===== src/rtl/hex_scroll_pkg.sv =====
// Shared types for the seven-segment scroller: glyph codes, FSM states and
// the built-in 16-entry message.
package hex_scroll_pkg;

    typedef enum logic [4:0] {
        G_X0, G_X1, G_X2, G_X3, G_X4, G_X5, G_X6, G_X7,
        G_X8, G_X9, G_XA, G_XB, G_XC, G_XD, G_XE, G_XF,
        G_H, G_L, G_P, G_A, G_C, G_E, G_O, G_B, G_DASH, G_BLANK
    } glyph_t;

    typedef enum logic [1:0] {IDLE, RUN, PAUSE} state_t;

    localparam int MSG_LEN = 16;

    // "HELLO CA LAB" padded with blanks so the scroll has a visible gap
    localparam glyph_t MSG_DEFAULT [MSG_LEN] = '{
        G_H, G_E, G_L, G_L, G_O, G_BLANK, G_C, G_A,
        G_BLANK, G_L, G_A, G_B, G_BLANK, G_BLANK, G_BLANK, G_BLANK
    };

endpackage


===== src/rtl/seg7_glyph_enc.sv =====
// Glyph to active-low segment pattern, bit order g..a. DP is not handled here.
module seg7_glyph_enc
    import hex_scroll_pkg::*;
(
    input  glyph_t     glyph,
    output logic [6:0] seg
);

    always_comb begin
        seg = 7'h7F;
        case (glyph)
            G_X0, G_O: seg = 7'h40;
            G_X1:      seg = 7'h79;
            G_X2:      seg = 7'h24;
            G_X3:      seg = 7'h30;
            G_X4:      seg = 7'h19;
            G_X5:      seg = 7'h12;
            G_X6:      seg = 7'h02;
            G_X7:      seg = 7'h78;
            G_X8:      seg = 7'h00;
            G_X9:      seg = 7'h10;
            G_XA, G_A: seg = 7'h08;
            G_XB, G_B: seg = 7'h03;
            G_XC, G_C: seg = 7'h46;
            G_XD:      seg = 7'h21;
            G_XE, G_E: seg = 7'h06;
            G_XF:      seg = 7'h0E;
            G_H:       seg = 7'h09;
            G_L:       seg = 7'h47;
            G_P:       seg = 7'h0C;
            G_DASH:    seg = 7'h3F;
            G_BLANK:   seg = 7'h7F;
            default:   seg = 7'h7F;
        endcase
    end

endmodule


===== src/rtl/hex_scroll_ctrl.sv =====
// Scrolls the message across HEX5..HEX0 at one step per TICK_DIV cycles;
// a debounced KEY1 press toggles run/pause.
module hex_scroll_ctrl
    import hex_scroll_pkg::*;
#(
    parameter int TICK_DIV  = 12_500_000,
    parameter int DB_CYCLES = 500_000
) (
    input  logic       MAX10_CLK1_50,
    input  logic       RST_N,
    input  logic       KEY1,
    output logic [7:0] HEX0,
    output logic [7:0] HEX1,
    output logic [7:0] HEX2,
    output logic [7:0] HEX3,
    output logic [7:0] HEX4,
    output logic [7:0] HEX5,
    output logic [3:0] POS
);

    localparam int PW = $clog2(TICK_DIV);
    localparam int DW = $clog2(DB_CYCLES);

    logic clk, rst_n;
    assign clk   = MAX10_CLK1_50;
    assign rst_n = RST_N;

    logic          key_s1, key_s2, key_lvl, press;
    logic [DW-1:0] db_cnt;
    logic [PW-1:0] pre_cnt;
    logic          tick;
    state_t        state_q, state_d;
    logic [3:0]    pos_q, pos_d;
    glyph_t        glyph [6];
    logic [5:0][6:0] seg;
    logic [5:0][7:0] hex_q;

    // Counter only runs while the synchronised level disagrees with the
    // accepted one, so any return to the old level restarts it.
    always_ff @(posedge clk or negedge rst_n) begin
        if (!rst_n) begin
            key_s1  <= 1'b1;
            key_s2  <= 1'b1;
            key_lvl <= 1'b1;
            db_cnt  <= '0;
            press   <= 1'b0;
        end else begin
            key_s1 <= KEY1;
            key_s2 <= key_s1;
            press  <= 1'b0;
            if (key_s2 == key_lvl) begin
                db_cnt <= '0;
            end else if (db_cnt == DW'(DB_CYCLES - 1)) begin
                db_cnt  <= '0;
                key_lvl <= key_s2;
                press   <= ~key_s2;
            end else begin
                db_cnt <= db_cnt + 1'b1;
            end
        end
    end

    assign tick = (pre_cnt == PW'(TICK_DIV - 1));

    always_ff @(posedge clk or negedge rst_n) begin
        if (!rst_n)                          pre_cnt <= '0;
        else if (state_q == PAUSE || tick)   pre_cnt <= '0;
        else                                 pre_cnt <= pre_cnt + 1'b1;
    end

    always_ff @(posedge clk or negedge rst_n) begin
        if (!rst_n) begin
            state_q <= IDLE;
            pos_q   <= '0;
        end else begin
            state_q <= state_d;
            pos_q   <= pos_d;
        end
    end

    // press is checked before tick so a coincident press freezes POS
    always_comb begin
        state_d = state_q;
        pos_d   = pos_q;
        case (state_q)
            IDLE:  if (tick) begin
                       state_d = RUN;
                       pos_d   = '0;
                   end
            RUN:   if (press)     state_d = PAUSE;
                   else if (tick) pos_d   = pos_q + 4'd1;
            PAUSE: if (press)     state_d = RUN;
            default: state_d = IDLE;
        endcase
    end

    for (genvar d = 0; d < 6; d++) begin : g_digit
        assign glyph[d] = MSG_DEFAULT[pos_q + 4'(5 - d)];
        seg7_glyph_enc u_enc (.glyph(glyph[d]), .seg(seg[d]));
    end

    always_ff @(posedge clk or negedge rst_n) begin
        if (!rst_n) begin
            hex_q <= '1;
        end else begin
            for (int d = 0; d < 6; d++) begin
                if (state_q == IDLE) hex_q[d] <= 8'hFF;
                else                 hex_q[d] <= {!(d == 0 && state_q == PAUSE), seg[d]};
            end
        end
    end

    assign HEX0 = hex_q[0];
    assign HEX1 = hex_q[1];
    assign HEX2 = hex_q[2];
    assign HEX3 = hex_q[3];
    assign HEX4 = hex_q[4];
    assign HEX5 = hex_q[5];
    assign POS  = pos_q;

endmodule


===== config.mk =====
export PLATFORM = sky130hd
export DESIGN_NAME = hex_scroll_ctrl
export DESIGN_NICKNAME = d
export VERILOG_FILES = /design/src/rtl/hex_scroll_pkg.sv /design/src/rtl/seg7_glyph_enc.sv /design/src/rtl/hex_scroll_ctrl.sv
export SDC_FILE = /design/constraint.sdc
export NUM_CORES = 1
export LEC_CHECK = 0
export CORE_MARGIN = 4
export CORE_UTILIZATION = 55
export CTS_CLUSTER_DIAMETER = 30
export DETAILED_ROUTE_END_ITERATION = 8
export HOLD_SLACK_MARGIN = 0.05
export PLACE_DENSITY = 0.81
export SLEW_MARGIN = 20
export SYNTH_ARGS = -nofsm -noshare
export SYNTH_HDL_FRONTEND = slang
export SYNTH_HIERARCHICAL = 1
export SYNTH_SLANG_ARGS = --single-unit

===== constraint.sdc =====
create_clock -name MAX10_CLK1_50 -period 8.55 [get_ports MAX10_CLK1_50]
set_clock_uncertainty 0.2 [all_clocks]
set_input_delay 1.2825 -clock MAX10_CLK1_50 [delete_from_list [all_inputs] [get_ports MAX10_CLK1_50]]
set_output_delay 1.2825 -clock MAX10_CLK1_50 [all_outputs]
set_load 0.1 [all_outputs]

* Word-level counts from Yosys, hierarchy flattened *
Memories as Yosys holds them, arrays and structs flattened.
Index checks and enable logic that the tools add are counted.

word-level totals
  bits in registers = 101
  memory bits (read-only) = 1824
  output and inout port bits = 52
  logic and storage cells = 95
  memories kept = 12

memory list
  name              words  bits a word  rd ports  clocked after memory_dff  write ports  line                  source
  (name not given)  32     7            1         0                         0            seg7_glyph_enc.sv:11  case (glyph)
  (name not given)  32     7            1         0                         0            seg7_glyph_enc.sv:11
  (name not given)  32     7            1         0                         0            seg7_glyph_enc.sv:11
  (name not given)  32     7            1         0                         0            seg7_glyph_enc.sv:11
  (name not given)  32     7            1         0                         0            seg7_glyph_enc.sv:11
  (name not given)  32     7            1         0                         0            seg7_glyph_enc.sv:11
  6 more memories   n/a    n/a          n/a       n/a                       n/a          n/a

cells by class
  add/subtract/negate cells = 7
  $lt $le $gt $ge = 6
  equal/unequal tests = 10
  muxes and demuxes = 31
  bitwise logic cells = 8
  reduce and logical (&&, ||, !) cells = 7

operators by type and width
  kind                                                                   number
  5-bit 2-to-1 mux                                                       12
  19-bit 2-to-1 mux                                                      2
  7-bit 2-to-1 mux                                                       5
  5-bit greater-or-equal comparator, second input constant               6
  4-bit NOT with 5-bit output                                            6
  24-bit by 1-bit adder with 24-bit output, second input constant        1
  24-bit equality test, second input constant                            1
  24-bit 2-to-1 mux                                                      1
  19-bit by 1-bit adder with 19-bit output, second input constant        1
  19-bit equality test, second input constant                            1
  4-bit 2-to-1 mux                                                       3
  2-bit != test, second input constant                                   5
  4-bit by 2-bit adder with 4-bit output, second input constant          2
  4-bit by 3-bit adder with 4-bit output, second input constant          2
  8-bit 2-to-1 mux                                                       1
  4-bit case mux with 2 select lines                                     1
  2-bit 2-to-1 mux                                                       3
  2-bit case mux with 3 select lines                                     1
  4-bit by 1-bit adder with 4-bit output, second input constant          1
  4-bit AND reduction                                                    1
  3-bit AND reduction                                                    1
  2-bit by 1-bit equality test with 1-bit output, second input constant  1
  2-bit equality test, second input constant                             1
  2-bit logical NOT                                                      1
  7 further kinds                                                        9

* Longest topological paths before layout *
An unclocked memory read counts as a cell.

  depth in word-level cells = 7
  mapped depth = 13
  gate-level depth less buffers = 12

* Hierarchy *
Netlist, hierarchy kept.

by module, submodules not included
  module           times used  cells each  area each (µm²)
  hex_scroll_ctrl  1           467         4818.4
  seg7_glyph_enc   6           51          365.4

* Worst setup path after synthesis *
No wires, ideal clock.

  kind = flip-flop to flip-flop
  from = register pos_q[2] (netlist: POS[2])
  to = register hex_q, in the netlist HEX0[2]
  library setup time = 0.084 ns
  arrival time = 4.173 ns
  setup slack = 4.093 ns
  stages on the path, launching flop included = 12
  buffers on the path = 1
  period minus slack after synthesis = 4.457 ns
  cell sequence = dfrtp_1 > clkbuf_1 > clkinv_1 > ha_1 > a21oi_1 > xnor2_1 > o31ai_1 > inv_1 > ha_1 > mux2_4 > a221o_1 > or2_2

RTL lines
  element                         line                    source
  start: declaration              hex_scroll_ctrl.sv:33   logic [3:0] pos_q, pos_d;
  start signal: assignment        hex_scroll_ctrl.sv:77   pos_q <= pos_d;
  end signal: indexed assignment  hex_scroll_ctrl.sv:108  else hex_q[d] <= {!(d == 0 && state_q == PAUSE), seg[d]};
  end: declaration                hex_scroll_ctrl.sv:36   logic [5:0][7:0] hex_q;

==> report_table.html <==
<table>
<tr><th>Metric</th><th>Value</th></tr>
<tr><th colspan="2">Outcome</th></tr>
<tr><td>Run status</td><td>complete, no violations</td></tr>
<tr><th colspan="2">Finish</th></tr>
<tr><td>Design area</td><td>7910 um^2</td></tr>
<tr><td>Seq. cell area</td><td>2460 um^2</td></tr>
<tr><td>Ant. Diodes</td><td>0</td></tr>
<tr><td>Synth-to-layout area growth</td><td>12.9%</td></tr>
<tr><td>Filler cells</td><td>994</td></tr>
<tr><td>Final standard cell count with taps included and fillers excluded</td><td>991</td></tr>
<tr><td>Multi-input gate area</td><td>4210 um^2</td></tr>
<tr><td>Layout cell share with drive strength beyond 1</td><td>20.7%</td></tr>
<tr><td>Count of nets after finishing</td><td>876</td></tr>
<tr><th colspan="2">Setup path</th></tr>
<tr><td>Critical path endpoint category</td><td>flop</td></tr>
<tr><td>Launch instance of the worst register-to-register path</td><td>POS[2]$_DFFE_PN0P_</td></tr>
<tr><td>Critical path peak fanout</td><td>17</td></tr>
<tr><td>Series of cell instances along the critical path</td><td>clkinv_1 -&gt; ha_1 -&gt; a21oi_1 -&gt; xnor2_1 -&gt; o31ai_1 -&gt; inv_1 -&gt; ha_1 -&gt; or2_2 -&gt; o311ai_0 -&gt; o311ai_0 -&gt; or2_2</td></tr>
<tr><td>Endpoint of the worst setup timing path</td><td>HEX0[6]$_DFF_PN1_</td></tr>
<tr><td>Critical path's largest stage delay</td><td>0.68 ns</td></tr>
<tr><td>Slack of the worst reg-to-reg path</td><td>4.37 ns</td></tr>
<tr><td>End of the worst register-to-register path</td><td>HEX0[6]$_DFF_PN1_</td></tr>
<tr><td>Number of cells on the worst reg-to-reg path</td><td>11</td></tr>
<tr><td>Crit-path slowest cell</td><td>dfrtp_1</td></tr>
<tr><td>Origin of the worst setup path</td><td>POS[2]$_DFFE_PN0P_</td></tr>
<tr><td>Start-to-end type of the worst setup path</td><td>reg2reg</td></tr>
<tr><td>Critical path required time</td><td>8.63 ns</td></tr>
<tr><td>Setup crit start kind</td><td>flop</td></tr>
<tr><td>CP arrival</td><td>4.27 ns</td></tr>
<tr><th colspan="2">Min path</th></tr>
<tr><td>Path class of the lowest-slack min-delay path</td><td>reg2reg</td></tr>
<tr><th colspan="2">Power and ir drop</th></tr>
<tr><td>Leakage power figure</td><td>3.22 nW</td></tr>
<tr><td>PD cells</td><td>111 nW/um^2</td></tr>
<tr><td>Part of the power in registers</td><td>52.2%</td></tr>
<tr><td>Int Power</td><td>0.665 mW</td></tr>
<tr><td>Overall Power</td><td>0.878 mW</td></tr>
<tr><td>Part of the total power dissipated in combinational logic</td><td>4.7%</td></tr>
<tr><td>Switching Power</td><td>0.213 mW</td></tr>
<tr><td>Power share of the clock group</td><td>43.1%</td></tr>
<tr><td>Maximum vdd drop</td><td>90.2 uV</td></tr>
<tr><td>Fraction of power spent switching nets</td><td>24.3%</td></tr>
<tr><th colspan="2">Timing</th></tr>
<tr><td>Total negative setup slack</td><td>0 ns</td></tr>
<tr><td>Least-Margin Pin Slew</td><td>1.03 ns</td></tr>
<tr><td># setup viols final</td><td>0</td></tr>
<tr><td>Number of endpoints with negative hold slack in the final report</td><td>0</td></tr>
<tr><td>Crit path time final</td><td>4.18 ns</td></tr>
<tr><td>Maximum clock frequency</td><td>239 MHz</td></tr>
<tr><td>RSZ-0062 raised after global routing</td><td>false</td></tr>
<tr><td>Max-slew violation count</td><td>0</td></tr>
<tr><td>Headroom to the max-slew limit</td><td>30.9%</td></tr>
<tr><td>Period utilization</td><td>48.9%</td></tr>
<tr><th colspan="2">Synthesis</th></tr>
<tr><td>Cell count after synthesis</td><td>773</td></tr>
<tr><td>Avg Inst Size Synth</td><td>9.07 um^2</td></tr>
<tr><td>Count of unique library cells instantiated by Yosys</td><td>56</td></tr>
<tr><td>Total of flip-flops plus latches after synthesis</td><td>96</td></tr>
<tr><td>Share of the yosys chip area belonging to registers</td><td>35.1%</td></tr>
<tr><td>Share of synthesized flip-flops with an asynchronous set or reset</td><td>100%</td></tr>
<tr><td>Area of the mapped netlist</td><td>7010 um^2</td></tr>
<tr><td>EDFF count, synth</td><td>0</td></tr>
<tr><td>Total number of yosys warnings</td><td>6</td></tr>
<tr><td>Top_reg_cell synth</td><td>dfrtp_1</td></tr>
<tr><th colspan="2">Drt</th></tr>
<tr><td>Drt wl/cell</td><td>15.2 um</td></tr>
<tr><td>Antenna-violating nets left</td><td>0</td></tr>
<tr><td>Total met3 wirelength after detailed routing</td><td>665 um</td></tr>
<tr><td>Count of vias placed by the detailed router</td><td>5752</td></tr>
<tr><td>Iter 0 DRT Violations</td><td>435</td></tr>
<tr><td>Uppermost signal routing layer after detailed routing</td><td>met4</td></tr>
<tr><td>Final routed wirelength across all metal layers</td><td>15100 um</td></tr>
<tr><td>Routed met1 length</td><td>6530 um</td></tr>
<tr><td>Drt drc</td><td>0</td></tr>
<tr><td>Total length of routed met2 wires</td><td>7540 um</td></tr>
<tr><td>Via/cell ratio</td><td>5.80</td></tr>
<tr><td>DR pass1 iterations</td><td>5</td></tr>
<tr><th colspan="2">Clock network</th></tr>
<tr><td>Clock slew seen by the registers of the worst setup and hold paths</td><td>0.07 ns</td></tr>
<tr><td># resized after CTS</td><td>0</td></tr>
<tr><td>Setup fix buffers added after clock tree synthesis</td><td>0</td></tr>
<tr><td>TritonCTS clock tree</td><td>done</td></tr>
<tr><td>Post-CTS Hold Buffers</td><td>0</td></tr>
<tr><td>CTS Sinks</td><td>96</td></tr>
<tr><td>TritonCTS buffer count</td><td>9</td></tr>
<tr><td>Count of H-tree levels built during CTS</td><td>3</td></tr>
<tr><td>CTS root buffer</td><td>clkbuf_16</td></tr>
<tr><td>Worst-skew pair later-pin latency</td><td>0.35 ns</td></tr>
<tr><td>Buffer levels on the longest clock path</td><td>2</td></tr>
<tr><th colspan="2">Global route</th></tr>
<tr><td>Antenna violations before repair</td><td>0</td></tr>
<tr><td>GRT Overall Usage</td><td>21.8%</td></tr>
<tr><td>Maximum number of pins on one net before global-route repair</td><td>62</td></tr>
<tr><td>Via count of the first global-routing pass</td><td>5595</td></tr>
<tr><td>Global-route wire length before repair</td><td>26300 um</td></tr>
<tr><td>Residual overflow from global routing</td><td>0</td></tr>
<tr><th colspan="2">Placement</th></tr>
<tr><td>Detailed Place HPWL</td><td>10800 um</td></tr>
<tr><td>Count of input and output buffers</td><td>49</td></tr>
<tr><td>Routability congestion estimate</td><td>0.920</td></tr>
<tr><td>Placed Instance Area</td><td>7630 um^2</td></tr>
<tr><td>Placed cells</td><td>975</td></tr>
<tr><th colspan="2">Flow run</th></tr>
<tr><td>Total of max-cap violations</td><td>0</td></tr>
<tr><th colspan="2">Floorplanning</th></tr>
<tr><td>Die Y-Extent</td><td>121 um</td></tr>
<tr><td>Area of the die</td><td>14600 um^2</td></tr>
<tr><td>Die X-Extent</td><td>121 um</td></tr>
<tr><td>I/O pin total</td><td>55</td></tr>
<tr><td>Effective utilization at floorplan</td><td>57.2%</td></tr>
<tr><td>Row cnt</td><td>40</td></tr>
<tr><td>Core Region</td><td>12300 um^2</td></tr>
</table>
==> synthesized netlist by cell type, types with 18 or more instances <==
master     n  area [um^2]
a21oi_1   38          190
buf_2     20          100
dfrtp_1   50         1250
dfstp_2   46         1210
ha_1      55          688
inv_1     49          184
mux2_2    22          248
nand2_1   54          203
nor2_1    45          169
nor2b_1   30          188
o21ai_0   51          255
o311ai_0  18          158
o31ai_1   24          180
or2_2     51          319
==> registers in the layout, indices dropped and copies added, names as in the netlist <==
name     count
key_s1       1
press        1
key_s2       1
key_lvl      1
db_cnt      19
HEX3         7
HEX4         7
state_q      2
HEX5         7
pre_cnt     24
HEX1         7
POS          4
HEX0         8
HEX2         7
==> layout make-up <==
cell class / instances / area share, %
clock buffer: 10 / 2.89
sequential: 96 / 31.1
clock inverter: 6 / 0.553
inverter: 56 / 2.66
multi-input combinational: 597 / 53.1
tap: 168 / 2.66
timing repair buffer: 58 / 7.02
==> worst min path at each step <==
stage | slack [ns] | depth (start not counted) | endpoint | startpoint
after global placement | 0.17 | 0 | key_s2$_DFF_PN1_ | key_s1$_DFF_PN1_
after CTS | 0.17 | 0 | key_s2$_DFF_PN1_ | key_s1$_DFF_PN1_
final | 0.17 | 0 | key_s2$_DFF_PN1_ | key_s1$_DFF_PN1_
after global routing | 0.17 | 0 | key_s2$_DFF_PN1_ | key_s1$_DFF_PN1_
after floorplan | 0.15 | 0 | key_s2$_DFF_PN1_ | key_s1$_DFF_PN1_
after detailed placement | 0.17 | 0 | key_s2$_DFF_PN1_ | key_s1$_DFF_PN1_
==> layer usage <==
metal  GRT usage (%)  up-vias
li1                -     2818
met1            27.5     2747
met2            36.9      152
met3            3.78       35
met4            9.21        0
met5               0        -
==> through the flow <==
stage	hold WS, ns	utilization (%)	worst slack [ns]
2_1_floorplan	0.145	-	4.09
3_3_place_gp	0.167	62.3	4.58
3_5_place_dp	0.169	62.3	4.41
4_1_cts	0.173	64.5	4.38
5_1_grt	0.169	64.5	4.03
6_report	0.175	64.5	4.37
==> cells by family after synthesis <==
| family | Yosys count | share of synthesized area, % |
|---|---|---|
| AND/OR/NAND/NOR | 279 | 22.0 |
| AO/OA/AOI/OAI | 179 | 17.1 |
| flip-flops | 96 | 35.1 |
| buffers and inverters | 96 | 5.98 |
| adder cells (fa/ha/maj) | 55 | 9.82 |
| multiplexers | 41 | 6.68 |
| XOR/XNOR | 26 | 3.25 |
| other | 1 | 0.0535 |
==> power by group through the flow <==
| stage | logic, mW | clock network (mW) | registers [mW] |
|---|---|---|---|
| after CTS | 0.0392 | 0.385 | 0.459 |
| after global routing | 0.0464 | 0.403 | 0.459 |
| after floorplan | 0.0299 | 0 | 0.466 |
| after detailed placement | 0.0391 | 0 | 0.466 |
| after global placement | 0.0383 | 0 | 0.466 |
| final | 0.0412 | 0.378 | 0.459 |
==> worst max-delay path, delay by kind of cell (launching register included) <==
kind                     cells  cell delay (ns)
AO/OA/AOI/OAI                4             1.07
XOR/XNOR                     1             0.18
adder cells (fa/ha/maj)      2             0.65
buffers and inverters        2             0.69
flip-flops                   1             0.68
AND/OR/NAND/NOR              2             0.64
==> layout by cell type (no fill, tap or decap), types with 3 or more instances in the layout <==
master	synthesis	routed
nor4_1	9	9
inv_1	49	49
clkdlybuf4s50_1	0	48
mux2_4	6	6
and3_1	10	10
a21oi_1	38	38
nand3_1	16	16
inv_2	6	6
a221oi_1	13	13
nand2_1	54	54
or4_1	9	9
conb_1	1	17
xnor2_1	16	16
ha_1	55	55
o31ai_1	24	23
a21boi_0	6	6
mux2_2	22	22
nand2b_1	5	5
buf_4	5	10
a22o_1	12	12
o21ai_0	51	51
nor3_1	8	8
and4_1	3	3
clkbuf_16	0	9
nor2b_1	30	30
or4_4	4	4
or3_1	11	11
a221o_1	6	6
mux2i_1	13	13
xor2_1	10	10
nor2_1	45	44
a21o_1	3	3
or2_2	51	51
nand4_1	10	10
o311ai_0	18	18
dfstp_2	46	46
dfrtp_1	50	50
(Power assumes the default switching activity.)
==> RTL edit: new RTL, same flow settings <==
`DB_CYCLES`: 500_000 -> 2_000_000.
--- a/src/rtl/hex_scroll_ctrl.sv
+++ b/src/rtl/hex_scroll_ctrl.sv
@@ -4,7 +4,7 @@
     import hex_scroll_pkg::*;
 #(
     parameter int TICK_DIV  = 12_500_000,
-    parameter int DB_CYCLES = 500_000
+    parameter int DB_CYCLES = 2_000_000
 ) (
     input  logic       MAX10_CLK1_50,
     input  logic       RST_N,
Check against the original RTL: same outputs for any inputs over 10 cycles, from zero or initial values and one cycle with RST_N low; that may be too few to reach the edited logic, so the function may still have changed.
==> RTL edit against the original RTL <==
Cell count up 0.40%. Area after synthesis up 0.37%. Sequential cell count up 2. Routed wire length increased by 0.60%. Hold slack worse by 0.010 ns. Via count up 1.2%. Count of clock-buffer cells in the layout is the same. Worst setup slack lost 0.13 ns. Power increased by 3.5%. Largest cell class unchanged. Cell area grew 0.52%.
==> RTL edit: results (changes against the original RTL) <==
Outcome
  – Status: finished, final reports clean (unchanged)

Placement
  – Pre-CTS WS: 4.346 ns (was 4.408 ns)
  – Gpl congestion: 0.8980 (was 0.9198)
  – Placed cell count: 978 (was 975)
  – HPWL Detailed: 10.63 mm (was 10.84 mm)

Cells and area
  – Multi-input gate share of total cell area: 0.5247 (was 0.5314)
  – Data buffer area share: 0.06983 (was 0.07020)
  – ClkCell Share: 0.03602 (was 0.03447)
  – Final core occ: 0.6330 (was 0.6454)
  – Number of multi-input logic gates: 594 (was 597)
  – Register area: 2510 um2 (was 2460 um2)
  – Share of cells above drive strength 1: 0.2005 (was 0.2066)
  – Fillers: 1042 (was 994)

Power
  – VDD IR max: 113.3 uV (was 90.20 uV)
  – Leak pwr: 3.306 nW (was 3.222 nW)
  – Net Sw Frac: 0.2469 (was 0.2430)

Worst setup path
  – Largest delay contributor family on the critical path: adder cells (was compound AO/OA/AOI/OAI gates)
  – Crit path max fanout: 15 (was 17)

Route
  – Met3 WL: 851 um (was 665 um)
  – Met2 WL post-DR: 7.533 mm (was 7.536 mm)
  – Vias/cell: 5.850 (was 5.804)
  – Iter 0 DRT Violations: 431 (was 435)

Logic synthesis
  – Sequential area share after synthesis: 0.3567 (was 0.3509)
  – Adder-cell share of the synthesized area: 0.09780 (was 0.09816)
  – Synth Area in XOR/XNOR: 0.03236 (was 0.03248)

Floorplan
  – Std cell rows: 41 (was 40)

Timing
  – Slew @ Worst Pin: 0.9694 ns (was 1.033 ns)

GRT
  – Number of global-route vias before repair: 5816 (was 5595)
  – Largest net degree at the start of global routing: 72 (was 62)

Clocking
  – Number of clock sinks: 98 (was 96)
RTL edit: cell count changes after synthesis, moves of 3 or more:
| cell | change |
|---|---|
| o31ai_1 | -7 |
| or3_1 | +5 |
| a21oi_1 | +4 |
| nor3_1 | -4 |
| a31o_2 | +3 |
| a31oi_1 | +3 |
| buf_2 | +3 |
| clkbuf_1 | -3 |
| nand2_1 | -3 |
| o21ai_0 | +3 |
| or4_4 | -3 |
RTL edit: worst reg2reg max path, cell delays in order, from the launching register on:
cell,delay [ns]
dfrtp_1,0.67
clkinv_1,0.44
ha_1,0.42
inv_1,0.16
ha_1,0.32
o31ai_1,0.58
inv_1,0.22
ha_1,0.36
mux2_4,0.26
a221o_1,0.33
or2_2,0.29
RTL edit: path summary, 6_finish.rpt:
kind	startpoint	endpoint	slack, ns	cells past startpoint
min in group asynchronous	RST_N	pre_cnt[2]	0.63	1
min reg2reg	key_s1	key_s2	0.16	0
max reg2reg	POS[0]	HEX2[2]	4.23	10
min	key_s1	key_s2	0.16	0
max in group asynchronous	RST_N	db_cnt[3]	6.33	2
max	POS[0]	HEX2[2]	4.23	10
RTL edit: layer usage:
layer / vias up / track usage
met5: - / 0
met4: 0 / 0.06941
met3: 18 / 0.05921
met2: 171 / 0.3651
met1: 2807 / 0.2719
li1: 2825 / -
RTL edit: kinds of logic after synthesis:
family,after synthesis
mux,40
other cells,1
compound gates,184
flops,98
xor+xnor,26
buf+inv,96
simple gates,272
fa+ha+maj,55
RTL edit: power groups by stage:
stage | sequential [mW] | clock [mW] | combinational (mW)
2_1_floorplan | 0.476 | 0 | 0.0301
3_3_place_gp | 0.476 | 0 | 0.0391
3_5_place_dp | 0.476 | 0 | 0.0395
4_1_cts | 0.468 | 0.411 | 0.0397
5_1_grt | 0.468 | 0.434 | 0.0468
6_report | 0.468 | 0.399 | 0.0416
